File: src/rtl/pipe_hazard_unit.sv
// pipe_hazard_unit
// Scoreboard-based hazard controller for a 5-stage RV32 pipeline. Destination
// registers of in-flight instructions are tracked internally across DEPTH
// post-ID stages (entry 0 = EX, 1 = MEM, 2 = WB). From this the unit derives
// the stall, bubble and flush controls for RAW, load-use, branch and
// memory-wait events. It also keeps saturating stall/flush event counters.
//
// Optional feature: define HAZARD_FWD_EN to enable operand forwarding. With it
// enabled, only load-use dependencies on entry 0 stall, and fwd_rsX_sel points
// at the youngest matching entry. Without it, any dependency stalls and the
// selects are tied to 0.
//
// Ports:
//   clk, rst             clock, asynchronous active-high reset
//   id_*                 decoded ID-stage instruction (valid, sources, dest, load)
//   branch_taken         branch/jump resolved taken in EX
//   iready_n, dready_n   instruction / data memory not ready
//   dbusy, mem_rw        data write busy; MEM access type ([1] read, [0] write)
//   perf_clr             synchronous clear of both counters
//   stall_if..stall_mem  hold the respective pipeline register
//   nop_ex               insert a bubble into EX
//   flush_if, flush_id   kill IF/ID contents
//   fwd_rs1/2_sel        operand source: 0 = regfile, k = scoreboard entry k-1
//   stall_cnt, flush_cnt saturating RAW/load-use and branch-flush cycle counts

module pipe_hazard_unit #(
    parameter int RA_W  = 5,
    parameter int DEPTH = 3,
    parameter int CNT_W = 16
) (
    input  logic             clk,
    input  logic             rst,
    input  logic             id_valid,
    input  logic [RA_W-1:0]  id_rs1,
    input  logic [RA_W-1:0]  id_rs2,
    input  logic             id_rs1_used,
    input  logic             id_rs2_used,
    input  logic [RA_W-1:0]  id_rd,
    input  logic             id_regwrite,
    input  logic             id_is_load,
    input  logic             branch_taken,
    input  logic             iready_n,
    input  logic             dready_n,
    input  logic             dbusy,
    input  logic [1:0]       mem_rw,
    input  logic             perf_clr,
    output logic             stall_if,
    output logic             stall_id,
    output logic             stall_ex,
    output logic             stall_mem,
    output logic             nop_ex,
    output logic             flush_if,
    output logic             flush_id,
    output logic [2:0]       fwd_rs1_sel,
    output logic [2:0]       fwd_rs2_sel,
    output logic [CNT_W-1:0] stall_cnt,
    output logic [CNT_W-1:0] flush_cnt
);

    logic [DEPTH-1:0] sb_valid;
    logic [DEPTH-1:0] sb_load;
    logic [RA_W-1:0]  sb_rd [DEPTH];

    logic [DEPTH-1:0] match1;
    logic [DEPTH-1:0] match2;
    logic             mem_stall;
    logic             raw_stall;
    logic             flush_evt;
    logic             stall_evt;

    always_comb begin
        match1 = '0;
        match2 = '0;
        for (int i = 0; i < DEPTH; i++) begin
            match1[i] = sb_valid[i] && (sb_rd[i] != '0) && (sb_rd[i] == id_rs1)
                        && id_rs1_used && id_valid;
            match2[i] = sb_valid[i] && (sb_rd[i] != '0) && (sb_rd[i] == id_rs2)
                        && id_rs2_used && id_valid;
        end
    end

    assign mem_stall = iready_n | (dready_n & mem_rw[1]) | (dbusy & mem_rw[0]);

`ifdef HAZARD_FWD_EN
    // Everything except a load still sitting in EX can be forwarded.
    assign raw_stall = (match1[0] | match2[0]) & sb_load[0];
`else
    // Without forwarding, load and ALU producers both stall until they retire.
    assign raw_stall = (|((match1 | match2) & sb_load)) |
                       (|((match1 | match2) & ~sb_load));
`endif

    // Priority: memory wait, then branch flush, then RAW bubble.
    assign flush_evt = ~mem_stall & branch_taken;
    assign stall_evt = ~mem_stall & ~branch_taken & raw_stall;

    assign stall_if  = ~rst & (mem_stall | stall_evt);
    assign stall_id  = ~rst & (mem_stall | stall_evt);
    assign stall_ex  = ~rst & mem_stall;
    assign stall_mem = ~rst & mem_stall;
    assign nop_ex    = ~rst & (flush_evt | stall_evt);
    assign flush_if  = ~rst & flush_evt;
    assign flush_id  = ~rst & flush_evt;

`ifdef HAZARD_FWD_EN
    logic [2:0] sel1;
    logic [2:0] sel2;

    // Walk oldest to youngest so the youngest match wins.
    always_comb begin
        sel1 = '0;
        sel2 = '0;
        for (int i = DEPTH - 1; i >= 0; i--) begin
            if (match1[i]) sel1 = 3'(i + 1);
            if (match2[i]) sel2 = 3'(i + 1);
        end
    end

    assign fwd_rs1_sel = (rst || nop_ex) ? 3'd0 : sel1;
    assign fwd_rs2_sel = (rst || nop_ex) ? 3'd0 : sel2;
`else
    assign fwd_rs1_sel = 3'd0;
    assign fwd_rs2_sel = 3'd0;
`endif

    // Scoreboard: frozen during memory waits, otherwise shifts every cycle.
    always_ff @(posedge clk or posedge rst) begin
        if (rst) begin
            sb_valid <= '0;
            sb_load  <= '0;
            for (int i = 0; i < DEPTH; i++) sb_rd[i] <= '0;
        end else if (!mem_stall) begin
            for (int i = 1; i < DEPTH; i++) begin
                sb_valid[i] <= sb_valid[i-1];
                sb_load[i]  <= sb_load[i-1];
                sb_rd[i]    <= sb_rd[i-1];
            end
            if (flush_evt || stall_evt) begin
                sb_valid[0] <= 1'b0;
                sb_load[0]  <= 1'b0;
                sb_rd[0]    <= '0;
            end else begin
                // x0 is never tracked: writes to it are discarded.
                sb_valid[0] <= id_valid & id_regwrite & (id_rd != '0);
                sb_load[0]  <= id_is_load;
                sb_rd[0]    <= id_rd;
            end
        end
    end

    always_ff @(posedge clk or posedge rst) begin
        if (rst) begin
            stall_cnt <= '0;
            flush_cnt <= '0;
        end else if (perf_clr) begin
            stall_cnt <= '0;
            flush_cnt <= '0;
        end else begin
            if (flush_evt && (flush_cnt != '1)) flush_cnt <= flush_cnt + CNT_W'(1);
            if (stall_evt && (stall_cnt != '1)) stall_cnt <= stall_cnt + CNT_W'(1);
        end
    end

endmodule

File: config.mk
export PLATFORM = sky130hd
export DESIGN_NAME = pipe_hazard_unit
export DESIGN_NICKNAME = d
export VERILOG_FILES = /design/src/rtl/pipe_hazard_unit.sv
export SDC_FILE = /design/constraint.sdc
export NUM_CORES = 1
export LEC_CHECK = 0
export CAP_MARGIN = 20
export CORE_MARGIN = 2
export CORE_UTILIZATION = 50
export DETAILED_ROUTE_END_ITERATION = 12
export PLACE_DENSITY = 0.81
export SYNTH_ARGS = -nofsm -noshare
export SYNTH_HDL_FRONTEND = slang
export SYNTH_SLANG_ARGS = --single-unit
File: constraint.sdc
create_clock -name clk -period 3.6 [get_ports clk]
set_clock_uncertainty 0.15 [all_clocks]
set_input_delay 1.08 -clock clk [delete_from_list [all_inputs] [get_ports clk]]
set_output_delay 1.08 -clock clk [all_outputs]
set_load 0.05 [all_outputs]
==> results of run 1 <==
[logic make-up (layout without fill, tap and decap cells)]
logic type               count (synthesis)  in the layout  synth area share [%]
flip-flops                              50             50                  41.6
AO/OA/AOI/OAI                           36             36                  9.29
buffers and inverters                   26             99                  4.91
multiplexers                            10             10                  3.96
other                                    1              6                 0.125
adder cells (fa/ha/maj)                  2              2                 0.833
AND/OR/NAND/NOR                        162            162                  26.7
XOR/XNOR                                43             43                  12.5
[power by group]
group	internal, uW	switching, uW	total, uW
Sequential	591	56.6	647
Clock	205	187	392
Combinational	125	146	271
[worst register-to-register path: stages (launching register included)]
cell     delay (ns)
dfrtp_1        0.48
or4_1          0.56
o21a_1         0.21
a32oi_4        0.33
buf_4          0.17
buf_4          0.10
nand2_2        0.11
buf_12         0.18
nand3_1        0.10
mux2_1         0.35
[cells in the mapped netlist (5+ instances only)]
library cell / instances / area, um2
dfrtp_1: 50 / 1250
nand2_1: 61 / 229
xnor2_1: 32 / 280
nor2_1: 30 / 113
nand3_1: 14 / 70.1
buf_4: 9 / 67.6
and2_1: 5 / 31.3
a21oi_1: 6 / 30.0
o21ai_1: 5 / 25.0
nor2b_1: 13 / 81.3
clkbuf_1: 9 / 33.8
and3_1: 7 / 43.8
nand4_1: 16 / 100
a31oi_1: 5 / 31.3
xor2_1: 11 / 96.3
inv_1: 5 / 18.8
[cells in the final DEF (no fill, tap or decap), types with 7 or more instances in the layout]
cell / Yosys / layout
and3_1: 7 / 7
nor2_1: 30 / 28
xor2_1: 11 / 11
xnor2_1: 32 / 26
nand3_1: 14 / 14
dfrtp_1: 50 / 50
clkdlybuf4s50_1: 0 / 40
nand4_1: 16 / 16
buf_12: 0 / 7
nand2_1: 61 / 61
nor2b_1: 13 / 12
buf_2: 1 / 12
buf_4: 9 / 20
[state kept, by name, summed over array words and instances (netlist names)]
register and cells:
sb_rd 15, sb_valid 3, flush_cnt 16, stall_cnt 16
[layer usage]
metal	part of all wire (%)	wire length, um
met1	43	3200
met2	52	3820
met3	3.9	290
met4	0.75	55
met5	0	0
[stage by stage]
stage | hold slack [ns] | TNS, ns | cells | utilization [%] | setup slack [ns]
floorplan | 0.311 | -0.417 | 335 | - | -0.255
global placement | 0.330 | -2.08 | 470 | 66.2 | -0.436
detailed placement | 0.354 | -2.39 | 470 | 66.2 | -0.493
CTS | 0.381 | -0.120 | 481 | 68.6 | -0.0411
global route | 0.422 | -0.435 | 483 | 69.6 | -0.125
finish | 0.389 | -0.176 | 483 | 69.6 | -0.0726
[how the worst max path moves through the flow]
stage | start | end | slack, ns | cells past startpoint
3_5_place_dp | id_rs2[0] | stall_if | -0.49 | 7
6_report | id_rs1[0] | stall_id | -0.07 | 7
5_1_grt | id_rs1[0] | stall_if | -0.12 | 7
4_1_cts | dready_n | stall_if | -0.04 | 7
3_3_place_gp | mem_rw[1] | stall_id | -0.44 | 7
2_1_floorplan | mem_rw[1] | stall_if | -0.26 | 6
[final cells by class]
type                    count  share of cell area, %
multi-input cells         259                   43.7
flip-flops and latches     50                   30.7
repair buffers             86                   20.1
well taps                  75                   2.31
clock buffers               5                   1.69
clock inverters             3                  0.984
inverters                   5                  0.461
[timing repair]
item                                    CTS  global route
pin swaps                                22             8
setup buffers                             3             2
gates resized for setup                  74             6
endpoints found under the setup margin    7             5
==> out/metrics.yaml, run 1 <==
critical_path:
  path_cells: "clkdlybuf4s15_2 -> xnor2_2 -> nand4_1 -> o22ai_2 -> o2111ai_4 -> a31oi_4 -> buf_12"
  startpoint_type: "primary input"
  r2r_setup_slack_ns: 0.76
  ff2ff_path_depth: 9
  crit_fanout: 3
  critPathBufInv: 2
  crit_path_max_incr_delay_ns: 0.25
  required_ns: 2.37
  end_kind: "output pin"
  r2r_end: "stall_cnt[2]$_DFFE_PP0P_"
  critPathArrivalTime_ns: 2.44
  path_class: "primary input to output pin"
  critical-path-top-delay-family: "compound AO/OA/AOI/OAI gates"
  reg2reg_from: "sb_rd[6]$_DFFE_PP0N_"
  crit_path_top_delay_cell: "a31oi_4"
global_route:
  grt_antenna_before_repair: 0
  grt_pass1_wl_mm: 12.1
  grt_overflow: 0
  grtUsageMet3_pct: 3.74
  busiest_layer: "met2"
  grtUsageTotal_pct: 23.1
  grt_pass1_vias: 2654
  use_met1_pct: 29.3
  grt_max_degree: 29
  use_met2_pct: 40.9
finish:
  n_antenna_cell: 0
  syn2layout_area_growth_pct: 35.5
  drive_above_1_share_pct: 20.1
  fillerInstances: 464
  final_cell_area_um2: 4070
  multi_input_area_um2: 1780
  seqCellArea_um2: 1250
  fin_nets: 438
placement:
  placed_cell_area_um2: 3870
  place.gp.congestion: 0.813
  io_buffers: 66
  hpwl_mm: 5.23
sta:
  finalCriticalPeriod_ns: 3.67
  tightest_slew_ns: 0.867
  relSlewSlack_pct: 42.0
  final-hold-violation-count: 0
  fin_crit_sh_pct: 102
  slew_viol_final: 0
  setup_violations: 3
  max_freq_mhz: 272
  rsz0062_at_grt: "true"
  layout_setup_ws_ns: -0.0726
floorplanning:
  die_x_um: 81.5
  die_area_um2: 6640
  ioPinCount: 74
  core_um2: 5850
  initial_core_util_pct: 51.3
  core.rowCount: 28
  die_h_um: 81.5
worst_hold_path:
  hold_depth: 2
  min_from: "sb_valid[0]$_DFFE_PP0N_"
  holdPathEnd: "sb_valid[1]$_DFFE_PP0N_"
  min_path_type: "flip-flop to flip-flop"
logic_synthesis:
  ys_warn_count: 0
  synthCells: 330
  ys_ff_latch: 50
  seq_area_frac_synth_pct: 41.6
  postSynthAreaPerCell_um2: 9.10
  async_reset_ff_share_pct: 100
  ys_types: 50
  synth-edff-count: 0
  syn-cell-area_um2: 3000
  ys_dominant_reg_cell: "dfrtp_1"
cts:
  clock_sinks: 50
  cts_hold_buf: 0
  cts_tree: "done"
  cts_root_buffer: "clkbuf_8"
  cts-htree-levels: 2
  insertion_delay_ns: 0.30
  numCtsBuffers: 5
  cts_buffer_depth: 2
  cts.clk_slew.worst_paths_ns: 0.09
power_and_ir_drop:
  p_leak_uw: 0.00176
  cellPowerDensity_nw_per_um2: 322
  power.total_uw: 1310
  ir_drop_mv: 0.287
routing:
  drt_wl_total_mm: 7.37
  vias: 2663
  ant_nets: 0
  drcViolationCount: 0
  via_per_inst: 5.51
  first_pass_iters: 4
  drtIter0Drc: 118
  routedWlPerCell_um: 15.3
status:
  status: "complete, but fails checks"
  violations: "setup timing"
flow_run:
  maxCapViolations: 0
No activity file was read; power rests on OpenSTA's default activity.
==> inputs of run 2 (changes only) <==
CORE_UTILIZATION = 53   (was 50)
PLACE_DENSITY = unset   (was 0.81)
PLACE_DENSITY_LB_ADDON = 0.05   (was unset)
clock period = 4.3 ns   (was 3.6 ns; I/O delays follow)
==> out/metrics.yaml, run 2 (synthesis results as in run 1) <==
critical_path:
  reg2reg_from: "sb_rd[7]$_DFFE_PP0N_"
  r2r_setup_slack_ns: 1.43  # +0.67 ns
  end_kind: "output pin"
  ff2ff_path_depth: 8  # -1
  crit_end: "stall_if"
  required_ns: 2.86  # +0.49 ns
  path_class: "primary input to output pin"
  critPathArrivalTime_ns: 2.85  # +0.41 ns
  crit_path_start: "id_rs2[4]"
  crit_fanout: 3  # unchanged
  startpoint_type: "primary input"
  r2r_end: "stall_cnt[9]$_DFFE_PP0P_"
cts:
  cts-htree-levels: 2  # unchanged
  cts_tree: "done"
  cts.clk_slew.worst_paths_ns: 0.09  # about the same
  cts_buffer_depth: 2  # unchanged
  numCtsBuffers: 5  # unchanged
  clock_sinks: 50  # unchanged
  cts_hold_buf: 0  # unchanged
  insertion_delay_ns: 0.30  # about the same
  cts_root_buffer: "clkbuf_8"
sta:
  hold_ws_ns: 0.368  # -0.0213 ns
  relSlewSlack_pct: 56.6  # +15 points
  max_freq_mhz: 233
  slew_viol_final: 0  # unchanged
  finalCriticalPeriod_ns: 4.29
  tightest_slew_ns: 0.651  # -0.216 ns
  final-hold-violation-count: 0  # unchanged
  setup_violations: 0  # -3
  fin_crit_sh_pct: 99.7
finish:
  layoutNonFillerInstCount: 480  # -0.62%
  final_cell_mix: "61 x nand2_1, 50 x dfrtp_1, 43 x clkdlybuf4s50_1"
  drive_above_1_share_pct: 15.9  # -4.2 points
  final_core_util_pct: 74.2  # +4.6 points
  fillerInstances: 423  # -8.8%
  final_common_cell: "nand2_1"
  fin_nets: 438  # unchanged
  reg_top3: "flush_cnt x16, stall_cnt x16, sb_rd x15"
  syn2layout_area_growth_pct: 36.0
  n_antenna_cell: 0  # unchanged
  final_cell_area_um2: 4090  # +0.40%
routing:
  vias: 2694  # +1.2%
  ant_nets: 0  # unchanged
  drtIter0Drc: 159  # +35%
  drcViolationCount: 0  # unchanged
  routedWlPerCell_um: 15.1  # -0.82%
  first_pass_iters: 4  # unchanged
  via_per_inst: 5.61  # +1.8%
  drt_wl_total_mm: 7.26  # -1.4%
floorplanning:
  die_x_um: 79.3  # -2.7%
  ioPinCount: 74  # unchanged
  core.rowCount: 27  # -3.6%
  initial_core_util_pct: 54.6  # +3.2 points
  core_um2: 5510  # -5.9%
  die_h_um: 79.3  # -2.7%
  die_area_um2: 6290  # -5.4%
placement:
  hpwl_mm: 5.00  # -4.3%
  place_inst: 469  # -0.21%
  io_buffers: 66  # unchanged
  placed_cell_area_um2: 3840  # -0.84%
  place.gp.congestion: 0.932  # +15%
power_and_ir_drop:
  p_leak_uw: 0.00177  # +0.52%
  ir_drop_mv: 0.163  # -43%
  cellPowerDensity_nw_per_um2: 260  # -19%
  power.total_uw: 1060  # -19%
global_route:
  grt_pass1_wl_mm: 11.8  # -2.9%
  grt_pass1_vias: 2593  # -2.3%
  grt_max_degree: 36  # +24%
  grtUsageTotal_pct: 23.5  # +0.40 points
  grt_antenna_before_repair: 0  # unchanged
  grt_overflow: 0  # unchanged
worst_hold_path:
  min_path_type: "flip-flop to flip-flop"
flow_run:
  maxCapViolations: 0  # unchanged
status:
  status: "completed"
[run 2: cell types whose count changed in the layout (fill, tap and decap cells not counted), sizes merged]
| cell | previous run | this run |
|---|---|---|
| clkdlybuf4s15 | 1 | 0 |
| clkbuf | 5 | 6 |
| clkinv | 2 | 1 |
| clkinvlp | 0 | 1 |
| bufinv | 1 | 0 |
| dlymetal6s2s | 0 | 1 |
| buf | 41 | 27 |
| clkdlybuf4s50 | 40 | 43 |
| dlygate4sd2 | 4 | 15 |
[run 2: worst min-delay path by stage]
stage,cells after the start,from,to,slack [ns]
floorplan,2,sb_valid[2]$_DFFE_PP0N_,sb_valid[2]$_DFFE_PP0N_,0.30
global placement,2,sb_valid[2]$_DFFE_PP0N_,sb_valid[2]$_DFFE_PP0N_,0.31
detailed placement,2,sb_valid[0]$_DFFE_PP0N_,sb_valid[1]$_DFFE_PP0N_,0.33
CTS,2,sb_valid[1]$_DFFE_PP0N_,sb_valid[1]$_DFFE_PP0N_,0.37
global route,2,sb_valid[1]$_DFFE_PP0N_,sb_valid[1]$_DFFE_PP0N_,0.40
finish,2,sb_valid[1]$_DFFE_PP0N_,sb_valid[1]$_DFFE_PP0N_,0.37
[run 2: what timing repair did]
action                     4_1_cts  5_1_grt
resized for setup               26        8
setup endpoints to repair        5        3
buffers inserted                 2        0
pin swaps                       12        7
hold endpoints to repair         0        0
[run 2: cell type report]
cell class / count / area, um2 / area share [%]
clock buffers: 6 / 82.6 / 2.02
repair buffers: 86 / 863 / 21.1
multi-input cells: 259 / 1770 / 43.3
well taps: 72 / 90.1 / 2.20
clock inverters: 2 / 12.5 / 0.306
inverters: 5 / 18.8 / 0.459
flip-flops and latches: 50 / 1250 / 30.6
[run 2: report_power, final]
| part | internal [uW] | switching (uW) | total, uW | leakage [uW] |
|---|---|---|---|---|
| logic | 110 | 123 | 233 | 0.00104 |
| clock network | 130 | 159 | 289 | 0.0000472 |
| registers | 495 | 44.8 | 540 | 0.000686 |
[run 2: critical path, stage by stage]
cell,delay [ns]
dlygate4sd2_1,0.27
buf_6,0.14
xnor2_2,0.17
nand4_1,0.13
o22ai_2,0.20
a32oi_4,0.17
a31oi_4,0.30
buf_12,0.17
[run 2: per-stage QoR]
stage | TNS (ns) | setup WS (ns)
2_1_floorplan | -0.0648 | -0.0648
3_3_place_gp | -0.688 | -0.215
3_5_place_dp | -0.819 | -0.253
4_1_cts | 0 | 0.0420
5_1_grt | -0.131 | -0.0660
6_report | 0 | 0.0143
[run 2: metal layers]
layer / wire [um] / track usage [%] / up-vias / part of all wire [%]
met5: 0 / 0 / - / 0
met4: 91 / 7.07 / 0 / 1.3
met3: 371 / 5.45 / 11 / 5.1
met2: 3610 / 40.2 / 77 / 50
met1: 3190 / 29.7 / 1326 / 44
li1: - / - / 1280 / -
